--- src/rtl/riscv_alu_pkg.sv ---
// Shared RV32I decode constants and the ALU op-code encoding used by decode and execute.
package riscv_alu_pkg;

  localparam int XLEN     = 32;
  localparam int ALU_OP_W = 5;

  typedef enum logic [ALU_OP_W-1:0] {
    ALU_NOP  = 5'b00000,
    ALU_ADD  = 5'b00001,
    ALU_SUB  = 5'b00010,
    ALU_SLL  = 5'b00011,
    ALU_SLT  = 5'b00100,
    ALU_SLTU = 5'b00101,
    ALU_XOR  = 5'b00110,
    ALU_SRL  = 5'b00111,
    ALU_SRA  = 5'b01000,
    ALU_OR   = 5'b01001,
    ALU_AND  = 5'b01010,
    ALU_JALR = 5'b01011,
    ALU_BEQ  = 5'b01100,
    ALU_BNE  = 5'b01101,
    ALU_BLT  = 5'b01110,
    ALU_BGE  = 5'b01111,
    ALU_BLTU = 5'b10000,
    ALU_BGEU = 5'b10001,
    ALU_JAL  = 5'b10010
  } alu_op_e;

  localparam logic [6:0] OPC_LOAD     = 7'b0000011;
  localparam logic [6:0] OPC_MISC_MEM = 7'b0001111;
  localparam logic [6:0] OPC_OP_IMM   = 7'b0010011;
  localparam logic [6:0] OPC_AUIPC    = 7'b0010111;
  localparam logic [6:0] OPC_STORE    = 7'b0100011;
  localparam logic [6:0] OPC_OP       = 7'b0110011;
  localparam logic [6:0] OPC_LUI      = 7'b0110111;
  localparam logic [6:0] OPC_BRANCH   = 7'b1100011;
  localparam logic [6:0] OPC_JALR     = 7'b1100111;
  localparam logic [6:0] OPC_JAL      = 7'b1101111;
  localparam logic [6:0] OPC_SYSTEM   = 7'b1110011;

  localparam logic [2:0] F3_ADD_SUB = 3'b000;
  localparam logic [2:0] F3_SLL     = 3'b001;
  localparam logic [2:0] F3_SLT     = 3'b010;
  localparam logic [2:0] F3_SLTU    = 3'b011;
  localparam logic [2:0] F3_XOR     = 3'b100;
  localparam logic [2:0] F3_SRL_SRA = 3'b101;
  localparam logic [2:0] F3_OR      = 3'b110;
  localparam logic [2:0] F3_AND     = 3'b111;

  localparam logic [2:0] F3_BEQ  = 3'b000;
  localparam logic [2:0] F3_BNE  = 3'b001;
  localparam logic [2:0] F3_BLT  = 3'b100;
  localparam logic [2:0] F3_BGE  = 3'b101;
  localparam logic [2:0] F3_BLTU = 3'b110;
  localparam logic [2:0] F3_BGEU = 3'b111;

  localparam logic [6:0] F7_BASE = 7'b0000000;
  localparam logic [6:0] F7_ALT  = 7'b0100000;

  localparam logic [31:0] INSTR_ECALL  = 32'h0000_0073;
  localparam logic [31:0] INSTR_EBREAK = 32'h0010_0073;

  typedef enum logic [2:0] {
    FMT_NONE, FMT_R, FMT_I, FMT_S, FMT_B, FMT_U, FMT_J
  } fmt_e;

  // One ID/EX bundle; the all-zero value is the reset/flush value (op = ALU_NOP).
  typedef struct packed {
    alu_op_e         op;
    logic [4:0]      shamt;
    logic [XLEN-1:0] imm;
    logic [4:0]      rs1;
    logic [4:0]      rs2;
    logic [4:0]      rd;
    logic            rd_write;
    logic            src1_pc;
    logic            src2_imm;
    logic            mem_read;
    logic            mem_write;
    logic            illegal;
    logic [XLEN-1:0] pc;
  } dec_bundle_t;

endpackage

--- src/rtl/imm_gen.sv ---
// Instruction-format classification and sign-extended immediate extraction (pure combinational).
module imm_gen
  import riscv_alu_pkg::*;
(
  input  logic [XLEN-1:0] instr,
  output fmt_e            fmt,
  output logic [XLEN-1:0] imm
);

  // NOTE: every variable written in an always_comb gets a default first, so no path infers a latch.
  always_comb begin
    fmt = FMT_NONE;
    case (instr[6:0])
      OPC_OP:                         fmt = FMT_R;
      OPC_OP_IMM, OPC_LOAD, OPC_JALR: fmt = FMT_I;
      OPC_STORE:                      fmt = FMT_S;
      OPC_BRANCH:                     fmt = FMT_B;
      OPC_LUI, OPC_AUIPC:             fmt = FMT_U;
      OPC_JAL:                        fmt = FMT_J;
      default:                        fmt = FMT_NONE;
    endcase
  end

  always_comb begin
    imm = '0;
    case (fmt)
      FMT_I: imm = {{20{instr[31]}}, instr[31:20]};
      FMT_S: imm = {{20{instr[31]}}, instr[31:25], instr[11:7]};
      FMT_B: imm = {{19{instr[31]}}, instr[31], instr[7], instr[30:25], instr[11:8], 1'b0};
      FMT_U: imm = {instr[31:12], 12'b0};
      FMT_J: imm = {{11{instr[31]}}, instr[31], instr[19:12], instr[20], instr[30:21], 1'b0};
      default: imm = '0;
    endcase
  end

endmodule

--- src/rtl/alu_op_decoder.sv ---
// RV32I decode stage: decodes one instruction per handshake into a registered ID/EX ALU bundle.
// Optional build macro DECODER_ILLEGAL_TRAP_EN flags unsupported encodings on the ILLEGAL output.
module alu_op_decoder
  import riscv_alu_pkg::*;
#(
  parameter int INPUT_WIDTH = XLEN,
  parameter int OP_WIDTH    = ALU_OP_W
) (
  input  logic                   clk,
  input  logic                   reset_n,
  input  logic                   instr_valid,
  output logic                   instr_ready,
  input  logic [INPUT_WIDTH-1:0] instr,
  input  logic [INPUT_WIDTH-1:0] pc_in,
  input  logic                   flush,
  output logic                   dec_valid,
  input  logic                   dec_ready,
  output logic [OP_WIDTH-1:0]    alu_instruction,
  output logic [4:0]             shift_amount,
  output logic [INPUT_WIDTH-1:0] immediate,
  output logic [4:0]             rs1_addr,
  output logic [4:0]             rs2_addr,
  output logic [4:0]             rd_addr,
  output logic                   rd_write,
  output logic                   alu_src1_pc,
  output logic                   alu_src2_imm,
  output logic                   mem_read,
  output logic                   mem_write,
  output logic [INPUT_WIDTH-1:0] pc_out,
  output logic                   illegal
);

  fmt_e            fmt;
  logic [XLEN-1:0] imm;
  dec_bundle_t     dec;
  dec_bundle_t     dec_q;
  logic            dec_valid_q;
  logic            legal;
  logic            accept;
  logic [6:0]      opcode;
  logic [2:0]      funct3;
  logic [6:0]      funct7;

  assign opcode = instr[6:0];
  assign funct3 = instr[14:12];
  assign funct7 = instr[31:25];

  imm_gen u_imm_gen (
    .instr (instr),
    .fmt   (fmt),
    .imm   (imm)
  );

  always_comb begin
    dec      = '0;
    legal    = 1'b1;
    dec.pc   = pc_in;
    case (opcode)
      OPC_OP: begin
        case (funct3)
          F3_ADD_SUB: dec.op = (funct7 == F7_ALT) ? ALU_SUB : ALU_ADD;
          F3_SLL:     dec.op = ALU_SLL;
          F3_SLT:     dec.op = ALU_SLT;
          F3_SLTU:    dec.op = ALU_SLTU;
          F3_XOR:     dec.op = ALU_XOR;
          F3_SRL_SRA: dec.op = (funct7 == F7_ALT) ? ALU_SRA : ALU_SRL;
          F3_OR:      dec.op = ALU_OR;
          F3_AND:     dec.op = ALU_AND;
          default:    dec.op = ALU_NOP;
        endcase
        // Only ADD/SUB and SRL/SRA have an alternate funct7 encoding.
        legal = (funct7 == F7_BASE) ||
                ((funct7 == F7_ALT) && (funct3 == F3_ADD_SUB || funct3 == F3_SRL_SRA));
      end
      OPC_OP_IMM: begin
        dec.src2_imm = 1'b1;
        case (funct3)
          F3_ADD_SUB: dec.op = ALU_ADD;
          F3_SLT:     dec.op = ALU_SLT;
          F3_SLTU:    dec.op = ALU_SLTU;
          F3_XOR:     dec.op = ALU_XOR;
          F3_OR:      dec.op = ALU_OR;
          F3_AND:     dec.op = ALU_AND;
          F3_SLL: begin
            dec.op    = ALU_SLL;
            dec.shamt = instr[24:20];
            legal     = (funct7 == F7_BASE);
          end
          F3_SRL_SRA: begin
            dec.op    = (funct7 == F7_ALT) ? ALU_SRA : ALU_SRL;
            dec.shamt = instr[24:20];
            legal     = (funct7 == F7_BASE) || (funct7 == F7_ALT);
          end
          default: dec.op = ALU_NOP;
        endcase
      end
      OPC_LOAD: begin
        dec.op       = ALU_ADD;
        dec.src2_imm = 1'b1;
        dec.mem_read = 1'b1;
        legal        = funct3 inside {3'b000, 3'b001, 3'b010, 3'b100, 3'b101};
      end
      OPC_STORE: begin
        dec.op        = ALU_ADD;
        dec.src2_imm  = 1'b1;
        dec.mem_write = 1'b1;
        legal         = funct3 inside {3'b000, 3'b001, 3'b010};
      end
      OPC_BRANCH: begin
        case (funct3)
          F3_BEQ:  dec.op = ALU_BEQ;
          F3_BNE:  dec.op = ALU_BNE;
          F3_BLT:  dec.op = ALU_BLT;
          F3_BGE:  dec.op = ALU_BGE;
          F3_BLTU: dec.op = ALU_BLTU;
          F3_BGEU: dec.op = ALU_BGEU;
          default: legal  = 1'b0;
        endcase
      end
      OPC_LUI: begin
        dec.op       = ALU_ADD;
        dec.src2_imm = 1'b1;
      end
      OPC_AUIPC: begin
        dec.op       = ALU_ADD;
        dec.src1_pc  = 1'b1;
        dec.src2_imm = 1'b1;
      end
      OPC_JAL: begin
        dec.op       = ALU_JAL;
        dec.src1_pc  = 1'b1;
        dec.src2_imm = 1'b1;
      end
      OPC_JALR: begin
        dec.op       = ALU_JALR;
        dec.src1_pc  = 1'b1;
        dec.src2_imm = 1'b1;
        legal        = (funct3 == 3'b000);
      end
      OPC_MISC_MEM: legal = (funct3 == 3'b000);
      OPC_SYSTEM:   legal = (instr == INSTR_ECALL) || (instr == INSTR_EBREAK);
      default:      legal = 1'b0;
    endcase

    // Register fields follow the format, so unused indices (incl. LUI rs1) read as 0.
    if (legal) begin
      dec.imm      = imm;
      dec.rs1      = (fmt inside {FMT_R, FMT_I, FMT_S, FMT_B}) ? instr[19:15] : 5'd0;
      dec.rs2      = (fmt inside {FMT_R, FMT_S, FMT_B}) ? instr[24:20] : 5'd0;
      dec.rd       = (fmt inside {FMT_R, FMT_I, FMT_U, FMT_J}) ? instr[11:7] : 5'd0;
      dec.rd_write = (fmt inside {FMT_R, FMT_I, FMT_U, FMT_J}) && (instr[11:7] != 5'd0);
    end else begin
      dec    = '0;
      dec.pc = pc_in;
    end

`ifdef DECODER_ILLEGAL_TRAP_EN
    dec.illegal = !legal;
`else
    dec.illegal = 1'b0;
`endif
  end

  assign instr_ready = !dec_valid_q || dec_ready;
  assign accept      = instr_valid && instr_ready && !flush;

  // NOTE: sequential state is updated with non-blocking assignments only.
  always_ff @(posedge clk or negedge reset_n) begin
    if (!reset_n) begin
      dec_q       <= '0;
      dec_valid_q <= 1'b0;
    end else if (flush) begin
      dec_q       <= '0;
      dec_valid_q <= 1'b0;
    end else if (accept) begin
      dec_q       <= dec;
      dec_valid_q <= 1'b1;
    end else if (dec_ready) begin
      dec_valid_q <= 1'b0;
    end
  end

  assign dec_valid       = dec_valid_q;
  assign alu_instruction = dec_q.op;
  assign shift_amount    = dec_q.shamt;
  assign immediate       = dec_q.imm;
  assign rs1_addr        = dec_q.rs1;
  assign rs2_addr        = dec_q.rs2;
  assign rd_addr         = dec_q.rd;
  assign rd_write        = dec_q.rd_write;
  assign alu_src1_pc     = dec_q.src1_pc;
  assign alu_src2_imm    = dec_q.src2_imm;
  assign mem_read        = dec_q.mem_read;
  assign mem_write       = dec_q.mem_write;
  assign pc_out          = dec_q.pc;
  assign illegal         = dec_q.illegal;

endmodule

--- config.mk ---
export PLATFORM = sky130hd
export DESIGN_NAME = alu_op_decoder
export DESIGN_NICKNAME = d
export VERILOG_FILES = /design/src/rtl/riscv_alu_pkg.sv /design/src/rtl/imm_gen.sv /design/src/rtl/alu_op_decoder.sv
export SDC_FILE = /design/constraint.sdc
export NUM_CORES = 1
export LEC_CHECK = 0
export CORE_ASPECT_RATIO = 1.75
export CORE_MARGIN = 5
export CORE_UTILIZATION = 49
export CTS_CLUSTER_DIAMETER = 120
export DETAILED_ROUTE_END_ITERATION = 7
export PLACE_DENSITY = 0.95
export RECOVER_POWER = 50
export SLEW_MARGIN = 40
export SYNTH_ARGS = -nofsm -noshare
export SYNTH_HDL_FRONTEND = slang
export SYNTH_HIERARCHICAL = 1
export SYNTH_SLANG_ARGS = --single-unit
--- constraint.sdc ---
create_clock -name clk -period 2.82 [get_ports clk]
set_clock_uncertainty 0.15 [all_clocks]
set_input_delay 0.282 -clock clk [delete_from_list [all_inputs] [get_ports clk]]
set_output_delay 0.282 -clock clk [all_outputs]
set_load 0.1 [all_outputs]
---- Word-level counts from Yosys, hierarchy flattened ----
Cells that the tools add are included.
storage, ports and cells
  register bits ........................... 96
  bits of input ports ..................... 69
  output and inout port bits .............. 97
  word-level logic and storage cells ...... 99
operators by class
  equal/unequal tests ..................... 27
  multiplexer cells ....................... 28
  reduce and logical (&&, ||, !) cells .... 30
operator list
  cell                    number
  $mux W95                2
  $pmux W32 S5            1
  $pmux W5 S8             2
  $pmux W5 S6             2
  $mux W48                1
  $mux W37                1
  $eq A32 B21 Y1 const B  1
  $eq A32 B7 Y1 const B   1
  $eq A7 B6 Y1 const B    4
  $eq A7 B7 Y1 const B    4
  $mux W5                 5
  $eq A3 B3 Y1 const B    7
  $pmux W3 S6             1
  $eq A7 B5 Y1 const B    2
  $eq A3 B2 Y1 const B    4
  $mux W10                1
  $reduce_bool A5 Y1      2
  $reduce_bool A3 Y1      3
  $reduce_or A3 Y1        3
  $mux W1                 8
  $pmux W1 S8             1
  $reduce_bool A4 Y1      2
  $eq A7 B2 Y1 const B    1
  $eq A7 B4 Y1 const B    1
  14 further kinds        25

---- Depth between registers and ports, before layout ----
Gate-level depths: netlist of the first run.
  depth after elaboration ................. 9
  depth in mapped cells ................... 10
  gate-level depth less buffers ........... 9

---- Cells and area by module ----
The synthesis of the first run kept the hierarchy.
modules (own cells, without submodules)
  module          instances  cells each  area each (um^2)  sequential area each (um^2)
  alu_op_decoder  1          330         4051.4            2377.3
  imm_gen         1          78          566.8             0.0

---- Least setup slack after synthesis of the first run ----
No wires, ideal clock.
  path kind ............................... register -> register
  start point ............................. register dec_valid_q (netlist: dec_valid)
  end point ............................... register dec_q (netlist bit alu_instruction[0])
  setup time .............................. 0.069 ns
  arrival time ............................ 2.970 ns
  data required time ...................... 2.601 ns
  path slack .............................. -0.369 ns
  stages on the path, launching flop included .. 6
  buffers on the path ..................... 2
  clock period less this slack ............ 3.189 ns
  path through ............................ dfrtp_1 > nand2b_1 > a21oi_1 > clkbuf_1 > clkbuf_1 > a22o_1
between the ends
  word-level cells in the longest chain between the ends .. 5
ends and longest elaborated chain
  element                           line                   RTL
  start, declared                   alu_op_decoder.sv:37   logic dec_valid_q;
  start signal, assigned            alu_op_decoder.sv:171  dec_valid_q <= 1'b0;
  start signal, assigned            alu_op_decoder.sv:174  dec_valid_q <= 1'b0;
  start signal, assigned            alu_op_decoder.sv:177  dec_valid_q <= 1'b1;
  $logic_not A1 Y1                  alu_op_decoder.sv:164  assign instr_ready = !dec_valid_q || dec_ready;
  $logic_or A1 B1 Y1                alu_op_decoder.sv:164
  net instr_ready                   alu_op_decoder.sv:12   output logic instr_ready,
  $logic_and A1 B1 Y1 (2 in a row)  alu_op_decoder.sv:165  assign accept = instr_valid && instr_ready && !flush;
  $reduce_bool A2 Y1 (no line)      -
  end signal, assigned              alu_op_decoder.sv:170  dec_q <= '0;
  end signal, assigned              alu_op_decoder.sv:173  dec_q <= '0;
  end signal, assigned              alu_op_decoder.sv:176  dec_q <= dec;
  end, declared                     alu_op_decoder.sv:36   dec_bundle_t dec_q;
The timed path passes the listed nets, and every way through them passes these cells.
A chain may end at the register's enable or synchronous reset.

---- Worst setup path after layout of the first run ----
  start point ............................. input instr[5]
  end point ............................... register dec_q (netlist bit rs1_addr[2])
between the ends
  word-level cells in the longest chain between the ends .. 9
  elaborated cells between the ends (all ways) .. 29
  classes of those cells .................. 17 x eq/ne; 6 x mux; 6 x reduce/logical
ends and longest elaborated chain
  element                                                      line                   RTL
  start, declared                                              alu_op_decoder.sv:13   input logic [INPUT_WIDTH-1:0] instr,
  $eq A7 B5 Y1 (tied with other cells)                         imm_gen.sv:13          case (instr[6:0])
  $reduce_or A3 Y1 / $reduce_or A2 Y1 (equally long branches)  imm_gen.sv:13
  $pmux W3 S6 (*)                                              imm_gen.sv:13
  net fmt[1]                                                   alu_op_decoder.sv:33   fmt_e fmt;
  $eq A3 B1 Y1 (tied with other cells)                         alu_op_decoder.sv:148  dec.rs1 = (fmt inside {FMT_R, FMT_I, FMT_S, FMT_B}) ? instr[19:15] : 5'd0;
  $reduce_bool A4 Y1 (*)                                       alu_op_decoder.sv:148
  $mux W5 (*)                                                  alu_op_decoder.sv:148
  $mux W48 (*)                                                 alu_op_decoder.sv:146  if (legal) begin
  $mux W95 (*)                                                 alu_op_decoder.sv:175  end else if (accept) begin
  $mux W95 (*)                                                 alu_op_decoder.sv:172  end else if (flush) begin
The timed path passes the listed nets; every way through them passes the cells marked *. The select of a mux whose other input is x is not followed.

==> flow_summary_export.csv, run 1 <==
group,metric,value,unit
run_status,status,"finished with violations",
run_status,violations,"max-capacitance violations, max-slew violations",
setup_path,r2r_start,"dec_valid",
logic_synthesis,ys_warn_count,6,
pwr,p_sw,0.000996,W
place,placed_cell_area,6370,µm²
clock_tree,clock-sinks,95,
sta,fmax,369,MHz
place,portBuffers,164,
pwr,p_per_area,506,nW/µm²
logic_synthesis,synth_area,4620,µm²
sta,hold_violations,0,
pwr,power.total,0.00328,W
global_route,grt_pass1_wl,23800,µm
pwr,swShare,30.4,%
pwr,p_leak,3.17,nW
layout,syn2layout_area_growth,40.5,%
clock_tree,cts_setup_buffers,0,
logic_synthesis,yosysTopAreaCellShare,51.5,%
routing,drc,0,
setup_path,worst_ep_required_time,2890,ps
routing,wl_per_cell,20.9,µm
sta,setup-violations-final,0,
clock_tree,htree_num_levels,3,
routing,drt_wl_total,15100,µm
clock_tree,clk_transition_reported_paths,70,ps
pwr,p_seq_share,42.9,%
run,drv_cap,1,
logic_synthesis,synth_seq_area_share,51.5,%
sta,fin_tns_setup,0,ps
routing,drtPass1Iterations,5,
global_route,gr-usage-all-layers,25.8,%
clock_tree,clockBufferDepth,2,
layout,n_antenna_cell,0,
layout,nets,669,
layout,drive_gt1_share,21.1,%
global_route,first_global_vias,4520,
setup_path,critPathLaunchType,"input port",
clock_tree,cts-root-buf,"clkbuf_16",
clock_tree,numCtsBuffers,9,
layout,design_area,6490,µm²
pwr,irDropWorstVdd,350,µV
routing,via_per_inst,6.05,
logic_synthesis,ys_types,60,
logic_synthesis,synth_edf_count,0,
sta,drv_slew,76,
floorplan,rows,47,
min_path,hold_path_class,"reg -> reg",
routing,antenna_left,0,
logic_synthesis,async_flop_share,100,%
min_path,min_to,"rd_addr[1]",
setup_path,critPathMaxFanout,5,
floorplan,core,9350,µm²
clock_tree,cts_tree,"built",
sta,final.min_clock_period,2710,ps
logic_synthesis,syn_inst,408,
clock_tree,clk_latency,340,ps
logic_synthesis,synth_area_leader_cell,"dfrtp_1",
logic_synthesis,synth_nets,481,
layout,nFillCells,713,
pwr,clkPwrFrac,37.9,%
setup_path,arrival,2780,ps
setup_path,end_kind,"register",
global_route,grt_max_degree,76,
logic_synthesis,synth-main-ff-cell,"dfrtp_1",
routing,drtIter0Drc,308,
setup_path,r2r_end,"immediate[9]",
pwr,combPwrFrac,19.2,%
floorplan,dieArea,11500,µm²
place,gp_congestion,0.910,
floorplan,chipWidth,83.4,µm
floorplan,ios,166,
sta,relSlewSlack,-22.9,%
sta,rsz0062_at_grt,"no",
setup_path,r2r_cells,4,
setup_path,worstSetupPathType,"in -> reg",
sta,worst_pin_slew,1840,ps
place,hpwlAfterDp,11200,µm
min_path,min_path_cells,1,
global_route,grt_antenna_before_repair,0,
min_path,worstHoldStart,"rd_addr[1]",
pwr,internal_power,0.00228,W
logic_synthesis,ys_seq_elements,95,
routing,vias,4373,
sta,finalCritPeriodShare,96.1,%
setup_path,rrSetupSlack,1080,ps
global_route,overflow,0,
sta,worst_hold_slack,343,ps
floorplan,initial_core_util,49.4,%
floorplan,die_y,138,µm
logic_synthesis,syn_area_per_cell,11.3,µm²
logic_synthesis,synthTopCellsByArea,"dfrtp_1 (51%), a22o_1 (17%), a21o_1 (3.3%)",
## layout by cell type (no fill, tap or decap), drive strengths merged, types with 2 or more instances in the layout
cell	count
dfrtp	95
a22o	88
buf	88
clkdlybuf4s50	67
clkbuf	62
a21o	20
nor2	17
and3	16
nand2	16
a21oi	15
a32o	12
and2	9
o21ai	9
inv	8
nor4	7
nor3	7
nand2b	6
o211ai	4
ha	4
nor2b	4
o21a	4
nand3	3
clkinvlp	3
a2111oi	3
or2	2
nand4	2
a211oi	2
or3	2
or4	2
nor3b	2
## critical path, cell delays in order
cell,delay (ps)
clkdlybuf4s50_1,450
a2111oi_2,390
a21oi_1,110
nor2_1,190
inv_1,80
ha_1,180
or3_1,390
or2_2,320
and3_1,200
a22o_1,200
## worst max-delay path by stage
stage	cells past startpoint	endpoint	from
2_1_floorplan	10	rs1_addr[0]	instr[6]
3_3_place_gp	10	rs1_addr[4]	instr[5]
3_5_place_dp	10	rs1_addr[2]	instr[5]
4_1_cts	10	rs1_addr[2]	instr[5]
5_1_grt	10	rs1_addr[2]	instr[5]
6_report	10	rs1_addr[2]	instr[5]
## state kept, by name, indices dropped and copies added, names as in the netlist
register and flops:
mem_write 1, alu_src1_pc 1, rs1_addr 5, alu_src2_imm 1, dec_valid 1, immediate 32, rs2_addr 5, pc_out 32
shift_amount 5, rd_write 1, mem_read 1, rd_addr 5, alu_instruction 5
## power groups by stage
| stage | Combinational [W] | Sequential, W | Clock, W |
|---|---|---|---|
| finish | 0.000630 | 0.00141 | 0.00124 |
| global route | 0.000662 | 0.00141 | 0.00133 |
| CTS | 0.000644 | 0.00141 | 0.00126 |
| detailed placement | 0.000640 | 0.00143 | 0 |
| global placement | 0.000628 | 0.00143 | 0 |
| floorplan | 0.000153 | 0.00165 | 0 |
## per-stage QoR
stage / setup WS, ps / cells / util, %
floorplan: 132 / 408 / -
global placement: -140 / 706 / 68.1
detailed placement: -306 / 706 / 68.1
CTS: 14.6 / 723 / 71.5
global route: 14.9 / 723 / 69.4
finish: 111 / 723 / 69.4
## cell type report
| cell class | count | area (µm²) | share of cell area, % |
|---|---|---|---|
| Sequential cell | 95 | 2380 | 36.7 |
| Multi-Input combinational cell | 275 | 2060 | 31.7 |
| Timing Repair Buffer | 209 | 1570 | 24.2 |
| Clock buffer | 9 | 225 | 3.47 |
| Tap cell | 122 | 153 | 2.35 |
| Clock inverter | 7 | 80.1 | 1.23 |
| Inverter | 6 | 22.5 | 0.347 |
## layer usage
metal / up-vias / part of all wire (%) / track usage (%)
met2: 221 / 53 / 46.3
met5: - / 0 / 0
met3: 53 / 5.9 / 5.06
met1: 2148 / 36 / 28.1
li1: 1951 / - / -
met4: 0 / 5.2 / 13.7
## cells by family (layout without fill, tap and decap cells)
kind of cell | count (synthesis) | after routing | share of synthesized area (%)
compound gates | 168 | 168 | 30.0
simple gates | 100 | 100 | 12.4
flops | 95 | 95 | 51.5
buf+inv | 38 | 231 | 4.52
fa+ha+maj | 4 | 4 | 1.08
other cells | 1 | 1 | 0.0812
xor+xnor | 1 | 1 | 0.190
mux | 1 | 1 | 0.217
## timing repair
action | in CTS | in global routing
endpoints found under the setup margin | 0 | 5
hold buffers | 1 | 0
resized for setup | 0 | 2
hold endpoints to repair | 73 | 0
## synthesized netlist by cell type (2+ instances only)
| cell type | n |
|---|---|
| a32o_1 | 12 |
| nand4_1 | 2 |
| a2111oi_0 | 2 |
| inv_1 | 6 |
| a21oi_1 | 13 |
| o21a_1 | 3 |
| buf_6 | 7 |
| nand2b_1 | 6 |
| nor2b_1 | 3 |
| a22o_1 | 88 |
| nand2_1 | 15 |
| buf_4 | 3 |
| clkbuf_1 | 18 |
| nand3_1 | 3 |
| a21o_1 | 20 |
| o211ai_1 | 4 |
| nor2_1 | 17 |
| a21oi_2 | 2 |
| o21ai_0 | 8 |
| ha_1 | 4 |
| dfrtp_1 | 95 |
| nor4_1 | 7 |
| and3_1 | 16 |
| buf_2 | 2 |
| and2_1 | 9 |
| a211oi_1 | 2 |
| or2_2 | 2 |
| nor3_1 | 6 |
| buf_1 | 2 |
No activity file was read; power rests on OpenSTA's default activity.
==> run 2, diff against run 1 <==
SLEW_MARGIN = unset   (was 40)
==> flow_summary_export.csv, run 2 (synthesis results as in run 1) <==
group,metric,value,unit
run_status,status,"finished with violations",
run_status,violations,"max-capacitance violations, max-slew violations",
pwr,irDropWorstVdd,340,µV
sta,fmax,369,MHz
routing,drc,0,
setup_path,worst_ep_required_time,2890,ps
layout,n_antenna_cell,0,
routing,vias,4352,
place,hpwlAfterDp,11300,µm
place,gp_congestion,0.910,
floorplan,initial_core_util,49.4,%
sta,final.min_clock_period,2710,ps
clock_tree,clockBufferDepth,2,
layout,syn2layout_area_growth,37.0,%
layout,instances_no_fill,723,
run,drv_cap,1,
setup_path,cp_cell_sequence,"clkdlybuf4s50_1, a2111oi_1, a21oi_1, nor2_1, inv_1, ha_1, or3_1, or2_2, and3_1, a22o_1",
sta,relSlewSlack,-22.4,%
sta,setup-violations-final,0,
routing,antenna_left,0,
setup_path,critPathTopFamily,"simple AND/OR/NAND/NOR gates",
sta,rsz0062_at_grt,"no",
global_route,gr-usage-all-layers,26.1,%
place,portBuffers,164,
global_route,grt_pass1_wl,24200,µm
clock_tree,htree_num_levels,3,
clock_tree,numCtsBuffers,9,
setup_path,worstSetupPathType,"in -> reg",
routing,drtPass1Iterations,5,
floorplan,chipWidth,83.4,µm
routing,wl_per_cell,20.9,µm
pwr,p_per_area,521,nW/µm²
layout,nets,669,
setup_path,arrival,2770,ps
layout,drive_gt1_share,13.5,%
sta,finalCritPeriodShare,96.0,%
layout,utilization,67.7,%
clock_tree,clk_latency,340,ps
sta,drv_slew,76,
setup_path,critPathLaunchType,"input port",
setup_path,end_kind,"register",
global_route,overflow,0,
setup_path,cp_slowest_cell,"a2111oi_1",
setup_path,critPathMaxFanout,5,
setup_path,max_stage_delay,450,ps
clock_tree,clk_transition_reported_paths,60,ps
global_route,grt_antenna_before_repair,0,
floorplan,core,9350,µm²
layout,final_common_cell,"clkbuf_1",
pwr,power.total,0.00330,W
floorplan,ios,166,
clock_tree,cts_setup_buffers,0,
sta,hold_violations,0,
min_path,hold_path_class,"reg -> reg",
routing,drtIter0Drc,314,
floorplan,dieArea,11500,µm²
floorplan,die_y,138,µm
clock_tree,cts_tree,"built",
place,dp_cells,706,
setup_path,worst-path-buf-inv,2,
routing,drt_wl_total,15100,µm
sta,worst_pin_slew,1840,ps
layout,most-common-layout-cells,"clkbuf_1 (95), dfrtp_1 (94), a22o_1 (88), clkdlybuf4s50_1 (67), buf_4 (43)",
clock_tree,cts-root-buf,"clkbuf_16",
global_route,grt_max_degree,76,
clock_tree,clock-sinks,95,
global_route,first_global_vias,4595,
pwr,p_leak,2.99,nW
routing,via_per_inst,6.02,
floorplan,rows,47,
run 2: cell count changes in the layout (fill, tap and decap cells not counted), moves of 2 or more:
cell,delta
buf_4,-43
clkinvlp_4,-2
inv_6,+2
clkbuf_1,+45
clkbuf_2,-2
run 2: through the flow:
step | instance area (µm²) | TNS (ps) | setup slack [ps] | hold WS, ps
3_5_place_dp | 6360 | -1800 | -278 | 316
4_1_cts | 6690 | 0 | 64.2 | 348
5_1_grt | 6330 | 0 | 10.4 | 363
6_report | 6330 | 0 | 113 | 343
2_1_floorplan | 4620 | 0 | 132 | -164
3_3_place_gp | 6360 | -1080 | -140 | 304
run 2: area by class of cell:
type / instances / area [µm²]
clock inverters: 6 / 75.1
flip-flops and latches: 95 / 2380
inverters: 6 / 22.5
multi-input cells: 275 / 2050
fillers: 760 / 3020
repair buffers: 209 / 1410
clock buffers: 10 / 239
well taps: 122 / 153
run 2: worst paths after layout:
kind,from,endpoint,slack (ps),cells after the start
worst max-delay path,instr[5],rs1_addr[0],110,10
worst min-delay path,mem_write,mem_write,340,1
worst max register to register,dec_valid,immediate[12],1090,4
worst min register to register,mem_write,mem_write,340,1
max in group asynchronous,reset_n,dec_valid,460,2
min in group asynchronous,reset_n,pc_out[3],840,2
run 2: layer usage:
layer / up-vias / track usage, % / share of wire (%)
met4: 0 / 14.6 / 5.0
met5: - / 0 / 0
met2: 240 / 47.0 / 54
met1: 2102 / 28.5 / 35
met3: 57 / 4.76 / 5.9
li1: 1953 / - / -
run 2: where the power goes:
part	internal, W	switching, W
sequential	0.00139	0.0000159
clock	0.000726	0.000544
combinational	0.000185	0.000434
run 2: what timing repair did:
| action | CTS | global route |
|---|---|---|
| setup endpoints to repair | 0 | 5 |
| hold buffers | 1 | 0 |
| endpoints found under the hold margin | 73 | 0 |
| gates resized for setup | 0 | 1 |
==> run 3, diff against run 2 <==
HOLD_SLACK_MARGIN = 0.05   (was unset)
SLEW_MARGIN = 30   (was unset)
==> flow_summary_export.csv, run 3 (synthesis results as in run 1) <==
group,metric,value,unit
pwr,p_leak,3.19,nW
min_path,hold_path_class,"reg -> reg",
clock_tree,clockBufferDepth,2,
routing,drtPass1Iterations,5,
sta,finalCritPeriodShare,95.6,%
setup_path,rrSetupSlack,1080,ps
floorplan,die_y,138,µm
clock_tree,cts_setup_buffers,0,
layout,nets,669,
setup_path,max_stage_delay,440,ps
setup_path,critPathMaxFanout,5,
min_path,min_to,"mem_write",
global_route,grt_antenna_before_repair,0,
min_path,worstHoldStart,"mem_write",
place,portBuffers,164,
setup_path,cp_slowest_cell,"a2111oi_1",
sta,fin_tns_setup,0,ps
layout,drive_gt1_share,21.5,%
layout,most-common-layout-cells,"dfrtp_1 (94), buf_4 (89), a22o_1 (88), clkdlybuf4s50_1 (67), clkbuf_1 (47)",
floorplan,dieArea,11500,µm²
sta,setup-violations-final,0,
layout,instances_no_fill,723,
routing,vias,4409,
routing,antenna_left,0,
place,dp_cells,706,
clock_tree,htree_num_levels,3,
setup_path,cp_cell_sequence,"clkdlybuf4s50_1, a2111oi_1, a21oi_1, nor2_1, inv_1, ha_1, or3_1, or2_2, and3_1, a22o_1",
clock_tree,clk_latency,340,ps
floorplan,core,9350,µm²
setup_path,r2r_cells,4,
place,gp_congestion,0.910,
sta,setup_ws,124,ps
layout,design_area,6500,µm²
pwr,p_per_area,509,nW/µm²
global_route,grt_max_degree,76,
setup_path,worstSetupPathType,"in -> reg",
clock_tree,clock-sinks,95,
clock_tree,cts-root-buf,"clkbuf_16",
global_route,first_global_vias,4595,
sta,fmax,371,MHz
routing,via_per_inst,6.10,
clock_tree,numCtsBuffers,9,
floorplan,initial_core_util,49.4,%
routing,drt_wl_total,15100,µm
setup_path,critPathLaunchType,"input port",
sta,worst_pin_slew,1820,ps
layout,n_antenna_cell,0,
routing,drc,0,
setup_path,r2r_end,"immediate[9]",
clock_tree,clk_transition_reported_paths,60,ps
floorplan,chipWidth,83.4,µm
setup_path,arrival,2760,ps
layout,syn2layout_area_growth,40.8,%
pwr,irDropWorstVdd,346,µV
run_status,violations,"max-capacitance violations, max-slew violations",
sta,drv_slew,76,
layout,utilization,69.5,%
layout,final_common_cell,"dfrtp_1",
clock_tree,cts_tree,"built",
routing,wl_per_cell,20.9,µm
place,placed_cell_area,6360,µm²
sta,relSlewSlack,-21.2,%
floorplan,rows,47,
sta,hold_violations,0,
min_path,min_path_cells,1,
global_route,gr-usage-all-layers,26.1,%
setup_path,r2r_start,"dec_valid",
global_route,grt_pass1_wl,24200,µm
floorplan,ios,166,
sta,rsz0062_at_grt,"no",
sta,final.min_clock_period,2700,ps
setup_path,worst_ep_required_time,2890,ps
global_route,overflow,0,
place,placement.setup.worst_slack,-278,ps
run_status,status,"finished with violations",
setup_path,end_kind,"register",
run,drv_cap,1,
routing,drtIter0Drc,305,
place,hpwlAfterDp,11300,µm
## run 3: worst max-delay path by stage
stage | startpoint | to | slack [ps] | cells past startpoint
final | instr[5] | rs1_addr[0] | 120 | 10
after global routing | instr[5] | rs1_addr[1] | 10 | 10
after CTS | instr[5] | rs1_addr[0] | 60 | 10
after detailed placement | instr[5] | rs1_addr[1] | -280 | 10
after global placement | instr[5] | rs1_addr[4] | -140 | 10
after floorplan | instr[6] | rs1_addr[0] | 130 | 10
## run 3: area by class of cell
cell class              count  area, µm²
clock buffers              10        239
inverters                   6       22.5
fillers                   716       2850
multi-input cells         275       2050
clock inverters             6       75.1
flip-flops and latches     95       2380
repair buffers            209       1580
well taps                 122        153
## run 3: timing repair
action,CTS,global route
setup endpoints to repair,0,5
hold endpoints to repair,73,0
gates resized for setup,0,1
hold buffers,1,0
## run 3: report_power, final
part           internal, W  switching [W]
clock             0.000726       0.000547
combinational     0.000192       0.000435
sequential         0.00139      0.0000164
## run 3: critical path: cells and delay by family
family | cells | cell delay [ps]
compound gates | 3 | 760
buf+inv | 2 | 500
fa+ha+maj | 1 | 170
simple gates | 4 | 1060
## run 3: per-stage QoR
step	hold slack, ps	total power, W
after global routing	363	0.00343
after detailed placement	316	0.00207
after CTS	348	0.00335
after global placement	304	0.00206
final	342	0.00331
after floorplan	-164	0.00180
## run 3: metal layers
layer	GRT usage, %	vias up	wire, µm
met5	0	-	0
met4	14.6	0	764
met3	4.76	55	884
met2	47.0	228	8120
met1	28.5	2173	5360
li1	-	1953	-
